## src/rtl/sr_cmd_pkg.sv

```systemverilog
// -----------------------------------------------------------------------------
// sr_cmd_pkg
// Shared types and constants for the SR-latch command front end.
//   sr_state_e        : command FSM states (IDLE, DRIVE, GAP)
//   sr_cmd_e          : one-hot-ish s/r command encoding, bit1 = s, bit0 = r
//   CONFLICT_CNT_W/MAX: width and ceiling of the optional conflict tally
//   sat_inc_conflict  : saturating increment used by the conflict tally
// -----------------------------------------------------------------------------
package sr_cmd_pkg;

    typedef enum logic [1:0] {
        IDLE  = 2'd0,
        DRIVE = 2'd1,
        GAP   = 2'd2
    } sr_state_e;

    // Bit 1 drives s, bit 0 drives r; 2'b11 is deliberately not a member.
    typedef enum logic [1:0] {
        CMD_NONE = 2'b00,
        CMD_SET  = 2'b10,
        CMD_RST  = 2'b01
    } sr_cmd_e;

    localparam int                        CONFLICT_CNT_W   = 8;
    localparam logic [CONFLICT_CNT_W-1:0] CONFLICT_CNT_MAX = 8'hFF;

    function automatic logic [CONFLICT_CNT_W-1:0] sat_inc_conflict(
        input logic [CONFLICT_CNT_W-1:0] value
    );
        if (value == CONFLICT_CNT_MAX) begin
            return value;
        end else begin
            return value + 8'd1;
        end
    endfunction

endpackage

```

## src/rtl/sr_btn_debounce.sv

```systemverilog
// -----------------------------------------------------------------------------
// sr_btn_debounce
// One button channel: 2-FF synchroniser, stable-sample debounce counter and
// press-edge detector.
// Parameters:
//   CNT_W        width of the debounce counter (2**CNT_W > DEBOUNCE_CYC)
//   DEBOUNCE_CYC consecutive differing samples needed to flip the level
// Ports:
//   clk      in  system clock, rising edge
//   rst_n    in  asynchronous active-low reset
//   btn_i    in  raw asynchronous button, active-high
//   deb_o    out debounced level
//   press_o  out 1-cycle pulse when the debounced level rises 0->1
// -----------------------------------------------------------------------------
module sr_btn_debounce #(
    parameter int CNT_W        = 16,
    parameter int DEBOUNCE_CYC = 50000
) (
    input  logic clk,
    input  logic rst_n,
    input  logic btn_i,
    output logic deb_o,
    output logic press_o
);

    localparam logic [CNT_W-1:0] CNT_LAST = CNT_W'(DEBOUNCE_CYC - 1);
    localparam logic [CNT_W-1:0] CNT_ONE  = CNT_W'(1);

    logic             sync1_r;
    logic             sync2_r;
    logic             deb_r;
    logic             press_r;
    logic [CNT_W-1:0] cnt_r;

    logic             deb_next_s;
    logic             press_next_s;
    logic [CNT_W-1:0] cnt_next_s;

    // Two-flop synchroniser for the asynchronous button input
    always_ff @(posedge clk or negedge rst_n) begin
        if (!rst_n) begin
            sync1_r <= 1'b0;
            sync2_r <= 1'b0;
        end else begin
            sync1_r <= btn_i;
            sync2_r <= sync1_r;
        end
    end

    // Debounce decision: count differing samples, flip on the last one
    always_comb begin
        deb_next_s   = deb_r;
        press_next_s = 1'b0;
        cnt_next_s   = '0;
        if (sync2_r != deb_r) begin
            if (cnt_r == CNT_LAST) begin
                deb_next_s   = ~deb_r;
                cnt_next_s   = '0;
                // Only the 0->1 flip is a press; release is silent.
                press_next_s = ~deb_r;
            end else begin
                cnt_next_s   = cnt_r + CNT_ONE;
            end
        end else begin
            cnt_next_s = '0;
        end
    end

    // Debounce state and registered press pulse
    always_ff @(posedge clk or negedge rst_n) begin
        if (!rst_n) begin
            deb_r   <= 1'b0;
            press_r <= 1'b0;
            cnt_r   <= '0;
        end else begin
            deb_r   <= deb_next_s;
            press_r <= press_next_s;
            cnt_r   <= cnt_next_s;
        end
    end

    assign deb_o   = deb_r;
    assign press_o = press_r;

endmodule

```

## src/rtl/sr_cmd_debouncer.sv

```systemverilog
// -----------------------------------------------------------------------------
// sr_cmd_debouncer
// Turns raw SET/RESET push buttons into clean s/r/en commands for an SR latch.
// Each button is synchronised and debounced; its press edge raises a pending
// request. A three-state FSM (IDLE -> DRIVE -> GAP) serves one request at a
// time with an en pulse of PULSE_CYC cycles, followed by a mandatory low gap.
// Simultaneously pending SET and RESET requests are dropped and flagged.
// Parameters:
//   CNT_W        debounce counter width (2**CNT_W > DEBOUNCE_CYC)
//   DEBOUNCE_CYC stable samples needed to flip a debounced level (>=2)
//   PULSE_CYC    en high time per command in clk cycles (>=1)
// Ports:
//   clk, rst_n            clock, asynchronous active-low reset
//   set_btn_i, rst_btn_i  raw SET / RESET buttons
//   s, r, en              registered latch command outputs
//   busy                  FSM not in IDLE
//   conflict              1-cycle pulse when both requests meet in IDLE
//   conflict_cnt[7:0]     saturating conflict tally, only with
//                         SR_CMD_CONFLICT_CNT_EN defined
// -----------------------------------------------------------------------------
module sr_cmd_debouncer
    import sr_cmd_pkg::*;
#(
    parameter int CNT_W        = 16,
    parameter int DEBOUNCE_CYC = 50000,
    parameter int PULSE_CYC    = 4
) (
    input  logic clk,
    input  logic rst_n,
    input  logic set_btn_i,
    input  logic rst_btn_i,
    output logic s,
    output logic r,
    output logic en,
    output logic busy,
    output logic conflict
`ifdef SR_CMD_CONFLICT_CNT_EN
    ,
    output logic [CONFLICT_CNT_W-1:0] conflict_cnt
`endif
);

    localparam int               PULSE_W    = (PULSE_CYC > 1) ? $clog2(PULSE_CYC) : 1;
    localparam logic [PULSE_W-1:0] PULSE_LAST = PULSE_W'(PULSE_CYC - 1);
    localparam logic [PULSE_W-1:0] PULSE_ONE  = PULSE_W'(1);

    logic set_press_s;
    logic rst_press_s;
    logic unused_set_deb_s;
    logic unused_rst_deb_s;

    sr_btn_debounce #(
        .CNT_W        (CNT_W),
        .DEBOUNCE_CYC (DEBOUNCE_CYC)
    ) u_set_deb (
        .clk     (clk),
        .rst_n   (rst_n),
        .btn_i   (set_btn_i),
        .deb_o   (unused_set_deb_s),
        .press_o (set_press_s)
    );

    sr_btn_debounce #(
        .CNT_W        (CNT_W),
        .DEBOUNCE_CYC (DEBOUNCE_CYC)
    ) u_rst_deb (
        .clk     (clk),
        .rst_n   (rst_n),
        .btn_i   (rst_btn_i),
        .deb_o   (unused_rst_deb_s),
        .press_o (rst_press_s)
    );

    sr_state_e          state_r;
    sr_state_e          state_next_s;
    logic [PULSE_W-1:0] pulse_cnt_r;
    logic [PULSE_W-1:0] pulse_cnt_next_s;
    sr_cmd_e            cmd_next_s;
    logic               en_next_s;
    logic               conflict_next_s;
    logic               busy_next_s;

    logic set_pend_r;
    logic rst_pend_r;
    logic set_clr_s;
    logic rst_clr_s;
    logic set_pend_next_s;
    logic rst_pend_next_s;

    logic s_r;
    logic r_r;
    logic en_r;
    logic busy_r;
    logic conflict_r;

    // Next state and next registered outputs of the command FSM
    always_comb begin
        state_next_s     = state_r;
        pulse_cnt_next_s = pulse_cnt_r;
        cmd_next_s       = (s_r || r_r) ? (s_r ? CMD_SET : CMD_RST) : CMD_NONE;
        en_next_s        = en_r;
        conflict_next_s  = 1'b0;
        set_clr_s        = 1'b0;
        rst_clr_s        = 1'b0;
        case (state_r)
            IDLE: begin
                cmd_next_s = CMD_NONE;
                en_next_s  = 1'b0;
                if (set_pend_r && rst_pend_r) begin
                    // Contradictory requests: drop both rather than guess.
                    conflict_next_s = 1'b1;
                    set_clr_s       = 1'b1;
                    rst_clr_s       = 1'b1;
                end else if (set_pend_r) begin
                    cmd_next_s       = CMD_SET;
                    en_next_s        = 1'b1;
                    set_clr_s        = 1'b1;
                    pulse_cnt_next_s = '0;
                    state_next_s     = DRIVE;
                end else if (rst_pend_r) begin
                    cmd_next_s       = CMD_RST;
                    en_next_s        = 1'b1;
                    rst_clr_s        = 1'b1;
                    pulse_cnt_next_s = '0;
                    state_next_s     = DRIVE;
                end else begin
                    state_next_s = IDLE;
                end
            end
            DRIVE: begin
                // The loading cycle already counts as the first en cycle.
                if (pulse_cnt_r == PULSE_LAST) begin
                    cmd_next_s       = CMD_NONE;
                    en_next_s        = 1'b0;
                    pulse_cnt_next_s = '0;
                    state_next_s     = GAP;
                end else begin
                    pulse_cnt_next_s = pulse_cnt_r + PULSE_ONE;
                end
            end
            GAP: begin
                cmd_next_s   = CMD_NONE;
                en_next_s    = 1'b0;
                state_next_s = IDLE;
            end
            default: begin
                cmd_next_s       = CMD_NONE;
                en_next_s        = 1'b0;
                pulse_cnt_next_s = '0;
                state_next_s     = IDLE;
            end
        endcase
    end

    // A fresh press wins over a clear in the same cycle, so it is never lost
    always_comb begin
        set_pend_next_s = set_press_s | (set_pend_r & ~set_clr_s);
        rst_pend_next_s = rst_press_s | (rst_pend_r & ~rst_clr_s);
        busy_next_s     = (state_next_s != IDLE);
    end

    // FSM state, pulse counter, pending flags and registered outputs
    always_ff @(posedge clk or negedge rst_n) begin
        if (!rst_n) begin
            state_r     <= IDLE;
            pulse_cnt_r <= '0;
            set_pend_r  <= 1'b0;
            rst_pend_r  <= 1'b0;
            s_r         <= 1'b0;
            r_r         <= 1'b0;
            en_r        <= 1'b0;
            busy_r      <= 1'b0;
            conflict_r  <= 1'b0;
        end else begin
            state_r     <= state_next_s;
            pulse_cnt_r <= pulse_cnt_next_s;
            set_pend_r  <= set_pend_next_s;
            rst_pend_r  <= rst_pend_next_s;
            s_r         <= cmd_next_s[1] & en_next_s;
            r_r         <= cmd_next_s[0] & en_next_s;
            en_r        <= en_next_s;
            busy_r      <= busy_next_s;
            conflict_r  <= conflict_next_s;
        end
    end

    assign s        = s_r;
    assign r        = r_r;
    assign en       = en_r;
    assign busy     = busy_r;
    assign conflict = conflict_r;

`ifdef SR_CMD_CONFLICT_CNT_EN
    logic [CONFLICT_CNT_W-1:0] conflict_cnt_r;

    // Saturating tally of conflict pulses, cleared only by rst_n
    always_ff @(posedge clk or negedge rst_n) begin
        if (!rst_n) begin
            conflict_cnt_r <= '0;
        end else if (conflict_next_s) begin
            conflict_cnt_r <= sat_inc_conflict(conflict_cnt_r);
        end else begin
            conflict_cnt_r <= conflict_cnt_r;
        end
    end

    assign conflict_cnt = conflict_cnt_r;
`endif

endmodule

```

## config.mk

```make
export PLATFORM = sky130hd
export DESIGN_NAME = sr_cmd_debouncer
export DESIGN_NICKNAME = d
export VERILOG_FILES = /design/src/rtl/sr_cmd_pkg.sv /design/src/rtl/sr_btn_debounce.sv /design/src/rtl/sr_cmd_debouncer.sv
export SDC_FILE = /design/constraint.sdc
export NUM_CORES = 1
export LEC_CHECK = 0
export BUFFER_PORTS_ARGS = -buffer_cell sky130_fd_sc_hd__clkbuf_2
export CORE_AREA = 2 2 77 134
export CTS_BUF_LIST = sky130_fd_sc_hd__clkbuf_16
export CTS_CLUSTER_SIZE = 16
export DETAILED_ROUTE_END_ITERATION = 7
export DIE_AREA = 0 0 79 136
export PLACE_DENSITY = 0.48
export SKIP_CTS_REPAIR_TIMING = 1
export SLEW_MARGIN = 20
export SYNTH_ARGS = -nofsm -noshare
export SYNTH_HDL_FRONTEND = slang
export SYNTH_SLANG_ARGS = --single-unit
```

## constraint.sdc

```tcl
create_clock -name clk -period 5.3 [get_ports clk]
set_clock_uncertainty 0.05 [all_clocks]
set_input_delay 0.53 -clock clk [delete_from_list [all_inputs] [get_ports clk]]
set_output_delay 0.53 -clock clk [all_outputs]
set_load 0.005 [all_outputs]
```

# Word-level counts from Yosys, hierarchy flattened
# Index checks and enable logic that the tools add are counted.
# W data, S select, Z words.
op_classes:
  add_sub_neg: 3
  eq_ne: 9
  muxes: 37
  n_bitwise: 11
  reduce_logical: 7
op_table:
  columns: ["cell", "n"]
  rows:
  - ["$mux W16", 4]
  - ["$add A16 B1 Y16 const B", 2]
  - ["$eq A16 B16 Y1 const B", 2]
  - ["$mux W2", 11]
  - ["$mux W1", 18]
  - ["$pmux W2 S2", 2]
  - ["$pmux W2 S3", 1]
  - ["$not A1 Y1", 5]
  - ["$and A1 B1 Y1", 4]
  - ["$eq A2 B2 Y1 const B", 2]
  - ["$reduce_and A2 Y1", 2]
  - ["$ne A3 B3 Y1 const B", 1]
  - ["$reduce_and A3 Y1", 1]
  - ["$add A2 B1 Y2 const B", 1]
  - ["$eq A2 B1 Y1 const B", 1]
  - ["$logic_not A2 Y1", 1]
  - ["$ne A1 B1 Y1", 2]
  - ["$ne A2 B2 Y1 const B", 1]
  - ["$or A1 B1 Y1", 2]
  - ["$pmux W1 S2", 1]
  - ["$reduce_bool A2 Y1", 1]
  - ["$logic_and A1 B1 Y1", 1]
  - ["$logic_or A1 B1 Y1", 1]
totals:
  regBits: 51
  inputBits: 4
  out_inout_bits: 5
  elab_cells: 86

# Logic depth before layout (Yosys ltp)
# Gate-level depths: netlist of run 1.
logic_depth:
  word_depth: 7
  ltp_mapped: 6
  ltp_nobuf: 5

# By module
# Synthesis of run 1 repeated with hierarchy kept, for this count alone.
hier_totals:
  cells_unflattened: 222
  area_unflattened_um2: 2392.3
modules_own_cells:
  columns: ["module", "n_inst", "cells_each", "area_per_inst_um2", "seq_area_each_um2"]
  rows:
  - ["sr_btn_debounce", 2, 86, 927.1, 500.5]
  - ["sr_cmd_debouncer", 1, 50, 538.0, 275.3]

# Least setup slack after synthesis of run 1
# Ideal clock, no wire load.
synth_timing:
  path_kind: "register -> register"
  from: "reg u_rst_deb.cnt_r[11]"
  to: "reg u_rst_deb.deb_r, in the netlist u_rst_deb.deb_o"
  arrival_ps: 1764
  required_time_ps: 5125
  setup_slack_ps: 3361
  stages_incl_launch_ff: 4
  path_buffers: 0
  period_less_slack_ps: 1939
  cell_sequence: "dfrtp_1 -> or4b_1 -> or4_4 -> mux2_4"
synth_via:
  elab_chain_len: 2
synth_rtl:
  columns: ["element", "line_no", "rtl"]
  rows:
  - ["start: declaration", "sr_btn_debounce.sv:33", "logic [CNT_W-1:0] cnt_r;"]
  - ["start signal: assignment", "sr_btn_debounce.sv:78", "cnt_r <= cnt_next_s;"]
  - ["$eq A16 B16 Y1", "sr_btn_debounce.sv:56", "if (cnt_r == CNT_LAST) begin"]
  - ["$reduce_and A2 Y1 (no source line)", null, null]
  - ["end signal: assignment", "sr_btn_debounce.sv:76", "deb_r <= deb_next_s;"]
  - ["end: declaration", "sr_btn_debounce.sv:31", "logic deb_r;"]
# Every way passes these cells.
# A chain may end at the register's enable or synchronous reset.

# Final worst setup path of run 1
# Same ends and word-level chain as after synthesis.

==> results.yml, run 1 <==
run_status:
  result_of_the_run: "complete, no violations"
sta:
  clock.fmax_mhz: 504.2
  setup_viol: 0
  setup_tns_ns: 0
  post-route-worst-setup-slack_ns: 3.316
  finalCritPeriodShare_pct: 37.42
  final_period_minus_worst_setup_slack_ns: 1.984
  finalHoldViolations: 0
  rsz_0062_raised_after_global_routing: "no"
  tightest_slew_ns: 0.6511
  drv_slew: 0
  slew-limit-headroom_pct: 56.59
finish:
  layout-drive-gt1-share_pct: 9.705
  stdcell_count: 362
  area.growth.synth_to_final_pct: 13.92
  n_antenna_cell: 0
  nets_final: 249
  num-fill-cells: 1040
  final_core_util_pct: 27.69
placement:
  routability_driven_placement_congestion_ratio: 0.7639
  port_buffers: 8
  dp_worst_setup_slack_ns: 3.324
  post_detailed_placement_half_perimeter_wirelength_mm: 2.923
  place.detailed.instances: 354
routing:
  drt.antenna.violating_nets: 0
  post-route-drc-count: 0
  routedWlPerCell_microns: 11.76
  via_count_of_the_routed_design: 1545
  totalWireLength_mm: 4.256
  drt_iter0_drcs: 57
  vias_per_cell: 4.268
  detail_route.first_pass.iterations: 4
pwr:
  total_power_mw: 0.7433
  power_frac_comb_pct: 2.7
  power.switching_mw: 0.1666
  max-vdd-ir-drop_mv: 0.1243
  power.share.clock_pct: 43.6
  sw_frac_of_total_pct: 22.41
  internal_power_mw: 0.5767
  power-per-cell-area_mw_per_mm2: 275.9
  pleak_nw: 1.135
  p_seq_share_pct: 53.7
synth:
  ys_warns: 0
  dominantRegCellSynth: "sky130_fd_sc_hd__dfrtp_1"
  share_of_the_yosys_chip_area_belonging_to_registers_pct: 53.97
  yosys.cell_types.count: 35
  postSynthRegisterBits: 51
  synth_async_sr_flop_share_pct: 100.0
  synth_edf_count: 0
  synth.avg_cell_area_sq_um: 10.56
  netlist_instances: 224
  synthesis.area_sq_mm: 0.002365
  syn-num-nets: 237
clock_network:
  cts_root_buf: "sky130_fd_sc_hd__clkbuf_16"
  htreeDepth: 2
  numCtsBuffers: 5
  cts.reportedPaths.clkPinSlew_ns: 0.07
  tritoncts_num_sinks: 51
  cts_tree: "yes"
  clockBufferDepth: 2
  clock_latency_ns: 0.29
worst_setup_path:
  cp_data_arrival_time_ns: 2.12
  end_kind: "register"
  crit_fanout: 4
  critical_path.startpoint_type: "register"
  data_required_critical_path_ns: 5.43
  worstSetupPathType: "register to register"
global_route:
  global_route.usage.total_pct: 8.950
  grt_pass1_wl_mm: 7.479
  grt_antenna_before_repair: 0
  grt_overflow_total: 0
  grt_pass1_vias: 1610
  grt_max_degree: 52
die:
  initial_utilization_pct: 24.31
  floorplan.die_area_sq_mm: 0.01074
  rows: 48
  floorplan.core_area_sq_mm: 0.009729
  top_level_ports: 9
  die-width_microns: 79
  floorplan.die.height_microns: 136
worst_hold_path:
  min_delay_worst_type: "input port to register"
job:
  drv.max_cap_violation_count: 0
[power by group through the flow]
stage          Sequential [mW]  Clock (mW)  Combinational, mW
2_1_floorplan            0.406           0            0.00978
3_5_place_dp             0.407           0             0.0215
3_3_place_gp             0.407           0             0.0211
6_report                 0.399       0.324             0.0198
4_1_cts                  0.399       0.339             0.0215
5_1_grt                  0.400       0.352             0.0236
[cells in the final DEF (no fill, tap or decap), types with 3 or more instances in the layout]
master	instances
sky130_fd_sc_hd__clkbuf_16	5
sky130_fd_sc_hd__clkbuf_2	8
sky130_fd_sc_hd__dfrtp_1	51
sky130_fd_sc_hd__ha_1	9
sky130_fd_sc_hd__inv_1	8
sky130_fd_sc_hd__nand2_1	9
sky130_fd_sc_hd__nand2b_1	3
sky130_fd_sc_hd__nand3_1	11
sky130_fd_sc_hd__nand4_1	9
sky130_fd_sc_hd__nor2_1	43
sky130_fd_sc_hd__nor2b_1	3
sky130_fd_sc_hd__nor3_1	10
sky130_fd_sc_hd__nor4_1	7
sky130_fd_sc_hd__xnor2_1	22
sky130_fd_sc_hd__xor2_1	8
[synthesized netlist by cell type, types with 2 or more instances]
master                     count  area share [%]
sky130_fd_sc_hd__nor4_1        7             1.9
sky130_fd_sc_hd__nor2_1       43             6.8
sky130_fd_sc_hd__o21ai_0       2            0.42
sky130_fd_sc_hd__nor3b_1       2            0.63
sky130_fd_sc_hd__nand3_1      11             2.3
sky130_fd_sc_hd__xnor2_1      22             8.1
sky130_fd_sc_hd__nand2_1       9             1.4
sky130_fd_sc_hd__clkbuf_1      3            0.48
sky130_fd_sc_hd__a21o_1        2            0.63
sky130_fd_sc_hd__xor2_1        8             3.0
sky130_fd_sc_hd__dfrtp_1      51              54
sky130_fd_sc_hd__and2_1        2            0.53
sky130_fd_sc_hd__nand2b_1      3            0.79
sky130_fd_sc_hd__nand4_1       9             2.4
sky130_fd_sc_hd__inv_1         8             1.3
sky130_fd_sc_hd__ha_1          9             4.8
sky130_fd_sc_hd__nor3_1       10             2.1
sky130_fd_sc_hd__a21oi_1       2            0.42
sky130_fd_sc_hd__nor2b_1       3            0.79
sky130_fd_sc_hd__and3_1        2            0.53
sky130_fd_sc_hd__nor4bb_1      2            0.85
[worst max-delay path, cell delays in order, from the launching register on]
cell and delay, ns:
sky130_fd_sc_hd__dfrtp_1 0.40, sky130_fd_sc_hd__or4b_1 0.52, sky130_fd_sc_hd__or4_4 0.59, sky130_fd_sc_hd__mux2_4 0.31
[logic make-up after synthesis]
| group | share of synthesized area (%) |
|---|---|
| flip-flops | 53.97 |
| multiplexers | 1.111 |
| XOR/XNOR | 11.11 |
| buffers and inverters | 2.222 |
| adder cells (fa/ha/maj) | 4.762 |
| AND/OR/NAND/NOR | 24.66 |
| AO/OA/AOI/OAI | 2.169 |
[through the flow]
step / cell area [sq um] / hold WS [ns]
floorplan: 2365 / 0.1844
global placement: 2546 / 0.2875
detailed placement: 2546 / 0.2855
CTS: 2694 / 0.2842
global route: 2694 / 0.2809
finish: 2694 / 0.2919
[cell type report]
class | instances | area (sq um) | area share, %
Sequential cell | 51 | 1276 | 47.38
Multi-Input combinational cell | 161 | 1036 | 38.46
Tap cell | 125 | 156.4 | 5.806
Clock buffer | 5 | 125.1 | 4.645
Timing Repair Buffer | 9 | 47.55 | 1.765
Inverter | 8 | 30.03 | 1.115
Clock inverter | 3 | 22.52 | 0.8360
[worst paths after layout]
kind,startpoint,to,slack (ns),depth (start not counted)
worst min-delay path,rst_btn_i,u_rst_deb.sync1_r$_DFF_PN0_,0.29,1
worst min register to register,u_rst_deb.sync1_r$_DFF_PN0_,u_rst_deb.sync2_r$_DFF_PN0_,0.30,0
min in group asynchronous,rst_n,u_set_deb.cnt_r[12]$_DFF_PN0_,0.30,2
worst max-delay path,u_rst_deb.cnt_r[11]$_DFF_PN0_,u_rst_deb.deb_o$_DFFE_PN0P_,3.32,3
max in group asynchronous,rst_n,u_set_deb.sync1_r$_DFF_PN0_,4.47,2
worst max register to register,u_rst_deb.cnt_r[11]$_DFF_PN0_,u_rst_deb.deb_o$_DFFE_PN0P_,3.32,3
[per-layer routing]
metal | wire length [microns] | up-vias | share of wire [%] | global-route usage (%)
met5 | 0 | - | 0 | 0
li1 | - | 780 | - | -
met4 | 140 | 0 | 3.3 | 5.556
met2 | 2252 | 14 | 53 | 15.63
met1 | 1768 | 742 | 42 | 9.886
met3 | 95 | 9 | 2.2 | 1.594
[registers in the layout (all words and copies together) (netlist names), 2 cells and up]
register,cells
state_r,2
u_set_deb.cnt_r,16
pulse_cnt_r,2
u_rst_deb.cnt_r,16
No activity file was read; power rests on OpenSTA's default activity.
==> inputs of run 2 (changes only) <==
--- a/config.mk
+++ b/config.mk
@@ -5,12 +5,13 @@
 export SDC_FILE = /design/constraint.sdc
 export NUM_CORES = 1
 export LEC_CHECK = 0
+export ABC_AREA = 1
 export BUFFER_PORTS_ARGS = -buffer_cell sky130_fd_sc_hd__clkbuf_2
-export CORE_AREA = 2 2 77 134
+export CORE_AREA = 2 2 81 140
 export CTS_BUF_LIST = sky130_fd_sc_hd__clkbuf_16
 export CTS_CLUSTER_SIZE = 16
 export DETAILED_ROUTE_END_ITERATION = 7
-export DIE_AREA = 0 0 79 136
+export DIE_AREA = 0 0 83 142
 export PLACE_DENSITY = 0.48
 export SKIP_CTS_REPAIR_TIMING = 1
 export SLEW_MARGIN = 20
==> constraint.sdc (replaced) <==
create_clock -name clk -period 2.1 [get_ports clk]
set_clock_uncertainty 0.05 [all_clocks]
set_input_delay 0.21 -clock clk [delete_from_list [all_inputs] [get_ports clk]]
set_output_delay 0.21 -clock clk [all_outputs]
set_load 0.005 [all_outputs]
==> run 2 against run 1 <==
Global-route usage up 1.2 points. Critical path depth up 3. Clock-buffer cell count unchanged. Synthesized cell count grew 38%. Worst setup slack got worse by 2.6 ns. Sequential share of layout area shrank 4.6 points. Critical endpoint is now u_set_deb.cnt_r[8]$_DFF_PN0_. Largest power group unchanged.
==> results.yml, run 2 <==
pwr:
  p_seq_share_pct: 54.5
  max-vdd-ir-drop_mv: 0.2757
  sw_frac_of_total_pct: 21.76
  pleak_nw: 1.399
  power.switching_mw: 0.4026
  power_frac_comb_pct: 3.7
  power-per-cell-area_mw_per_mm2: 620.0
  power.share.clock_pct: 41.8
  internal_power_mw: 1.448
die:
  rows: 50
  die-width_microns: 83
  floorplan.core_area_sq_mm: 0.01070
  floorplan.die_area_sq_mm: 0.01179
  initial_utilization_pct: 24.28
  floorplan.die.height_microns: 142
  top_level_ports: 9
routing:
  vias_per_cell: 4.400
  detail_route_met2_wl_mm: 3.014
  detail_route.wirelength.met1_mm: 1.990
  routedWlPerCell_microns: 11.94
  drt_iter0_drcs: 44
  detail_route.first_pass.iterations: 6
  via_count_of_the_routed_design: 2011
  highest_layer: "met4"
  post-route-drc-count: 0
  totalWireLength_mm: 5.457
  dr_wl_met3_microns: 108
  drt.antenna.violating_nets: 0
synth:
  share_of_the_yosys_chip_area_belonging_to_registers_pct: 49.13
  synthMostInstantiatedCell: "sky130_fd_sc_hd__nor2_1"
  muxShareOfSynthArea_pct: 0
  ys_warns: 0
  synth_area_in_xor_xnor_pct: 5.973
  yosys-top-cells-area: "sky130_fd_sc_hd__dfrtp_1 49%, sky130_fd_sc_hd__nor2_1 9.4%, sky130_fd_sc_hd__nand2_1 7.5%"
  synth_simple_gate_area_share_pct: 30.30
  synth_compound_gate_area_share_pct: 4.624
  synth.avg_cell_area_sq_um: 8.433
  synth_edf_count: 0
  syn-num-nets: 321
  synth.cells.most_frequent: "65 x sky130_fd_sc_hd__nor2_1, 52 x sky130_fd_sc_hd__nand2_1, 51 x sky130_fd_sc_hd__dfrtp_1"
  synth_async_sr_flop_share_pct: 100.0
  synthesis.area_sq_mm: 0.002597
  combinational_family_with_the_most_area_after_synthesis: "simple AND/OR/NAND/NOR gates"
  synth-adder-area-share_pct: 4.335
  yosys.cell_types.count: 28
  postSynthRegisterBits: 51
  synthDominantAreaCellType: "sky130_fd_sc_hd__dfrtp_1"
  dominantRegCellSynth: "sky130_fd_sc_hd__dfrtp_1"
  yosys.area.top_type_share_pct: 49.13
  netlist_instances: 308
sta:
  setup_viol: 0
  slew-limit-headroom_pct: 62.40
  clock.fmax_mhz: 698.9
  finalCritPeriodShare_pct: 68.14
  finalHoldViolations: 0
  drv_slew: 0
  setup_tns_ns: 0
  tightest_slew_ns: 0.5640
  rsz_0062_raised_after_global_routing: "no"
  final_period_minus_worst_setup_slack_ns: 1.431
worst_setup_path:
  r2r.worst_path.cells: 6
  worstSetupPathType: "register to register"
  cp_data_arrival_time_ns: 1.56
  end_kind: "register"
  data_required_critical_path_ns: 2.23
  critical_path.startpoint_type: "register"
  crit_fanout: 8
finish:
  nets_final: 340
  layout-drive-gt1-share_pct: 11.31
  final_cell_mix: "65 x sky130_fd_sc_hd__nor2_1, 52 x sky130_fd_sc_hd__nand2_1, 51 x sky130_fd_sc_hd__dfrtp_1, 37 x sky130_fd_sc_hd__inv_1, 28 x sky130_fd_sc_hd__nand3_1"
  largest_registers: "u_rst_deb.cnt_r: 16 flops, u_set_deb.cnt_r: 16 flops"
  final_common_cell: "sky130_fd_sc_hd__nor2_1"
  area.growth.synth_to_final_pct: 14.88
  stdcell_count: 457
  n_antenna_cell: 0
run_status:
  result_of_the_run: "complete, no violations"
global_route:
  global_route.usage.total_pct: 10.16
  grt_pass1_vias: 2144
  grt_pass1_wl_mm: 9.501
  grt_antenna_before_repair: 0
  grt_max_degree: 33
  grt_overflow_total: 0
placement:
  place.detailed.instances: 447
  port_buffers: 8
  post_detailed_placement_half_perimeter_wirelength_mm: 4.217
  routability_driven_placement_congestion_ratio: 0.8817
clock_network:
  cts.reportedPaths.clkPinSlew_ns: 0.07
  tritoncts_num_sinks: 51
  cts_root_buf: "sky130_fd_sc_hd__clkbuf_16"
  htreeDepth: 2
  clockBufferDepth: 2
  cts_tree: "yes"
  clock_latency_ns: 0.29
  numCtsBuffers: 5
job:
  drv.max_cap_violation_count: 0
worst_hold_path:
  min_delay_worst_type: "register to register"
  worst_hold_path.num_cells: 0
## run 2: worst max-delay path, cell delays in order (launching register included)
cell                      delay (ns)
sky130_fd_sc_hd__dfrtp_1        0.40
sky130_fd_sc_hd__ha_1           0.23
sky130_fd_sc_hd__nand3_2        0.15
sky130_fd_sc_hd__nor3_2         0.15
sky130_fd_sc_hd__nand2_2        0.14
sky130_fd_sc_hd__nand2_4        0.14
sky130_fd_sc_hd__nor2_1         0.06
## run 2: worst paths after layout
check / from / endpoint / slack (ns)
worst max-delay path: u_set_deb.cnt_r[0]$_DFF_PN0_ / u_set_deb.cnt_r[8]$_DFF_PN0_ / 0.67
worst min-delay path: u_set_deb.sync1_r$_DFF_PN0_ / u_set_deb.sync2_r$_DFF_PN0_ / 0.30
worst max register to register: u_set_deb.cnt_r[0]$_DFF_PN0_ / u_set_deb.cnt_r[8]$_DFF_PN0_ / 0.67
worst min register to register: u_set_deb.sync1_r$_DFF_PN0_ / u_set_deb.sync2_r$_DFF_PN0_ / 0.30
max in group asynchronous: rst_n / u_set_deb.cnt_r[0]$_DFF_PN0_ / 1.04
min in group asynchronous: rst_n / u_rst_deb.cnt_r[2]$_DFF_PN0_ / 0.39
## run 2: kinds of logic after synthesis
group,after synthesis
xor+xnor,16
buf+inv,39
fa+ha+maj,9
compound gates,20
simple gates,173
flops,51
## run 2: power by group through the flow
stage / Clock, mW / Sequential (mW) / Combinational [mW]
finish: 0.774 / 1.01 / 0.0687
global route: 0.848 / 1.01 / 0.0812
CTS: 0.817 / 1.01 / 0.0686
detailed placement: 0 / 1.03 / 0.0682
global placement: 0 / 1.03 / 0.0670
floorplan: 0 / 1.02 / 0.0309
## run 2: per-stage QoR
step	total power [mW]	utilization, %	hold slack (ns)	area (sq um)	worst slack [ns]
finish	1.850	27.89	0.2980	2984	0.6691
detailed placement	1.095	26.36	0.1839	2820	0.6512
floorplan	1.055	-	-0.1356	2597	0.8219
global route	1.939	27.89	0.3073	2984	0.5289
global placement	1.093	26.36	0.1756	2820	0.6831
CTS	1.894	27.61	-0.1245	2954	0.6466
## run 2: cell type report
class / count / area (sq um)
Inverter: 39 / 146.4
Multi-Input combinational cell: 218 / 1175
Clock buffer: 5 / 125.1
Timing Repair Buffer: 12 / 90.09
Tap cell: 130 / 162.7
Clock inverter: 2 / 8.758
Sequential cell: 51 / 1276
Fill cell: 1141 / 7714
## run 2: per-layer routing
metal / up-vias / global-route usage, %
met5: - / 0
met3: 21 / 1.218
met4: 0 / 8.283
li1: 1005 / -
met1: 945 / 9.491
met2: 40 / 19.40
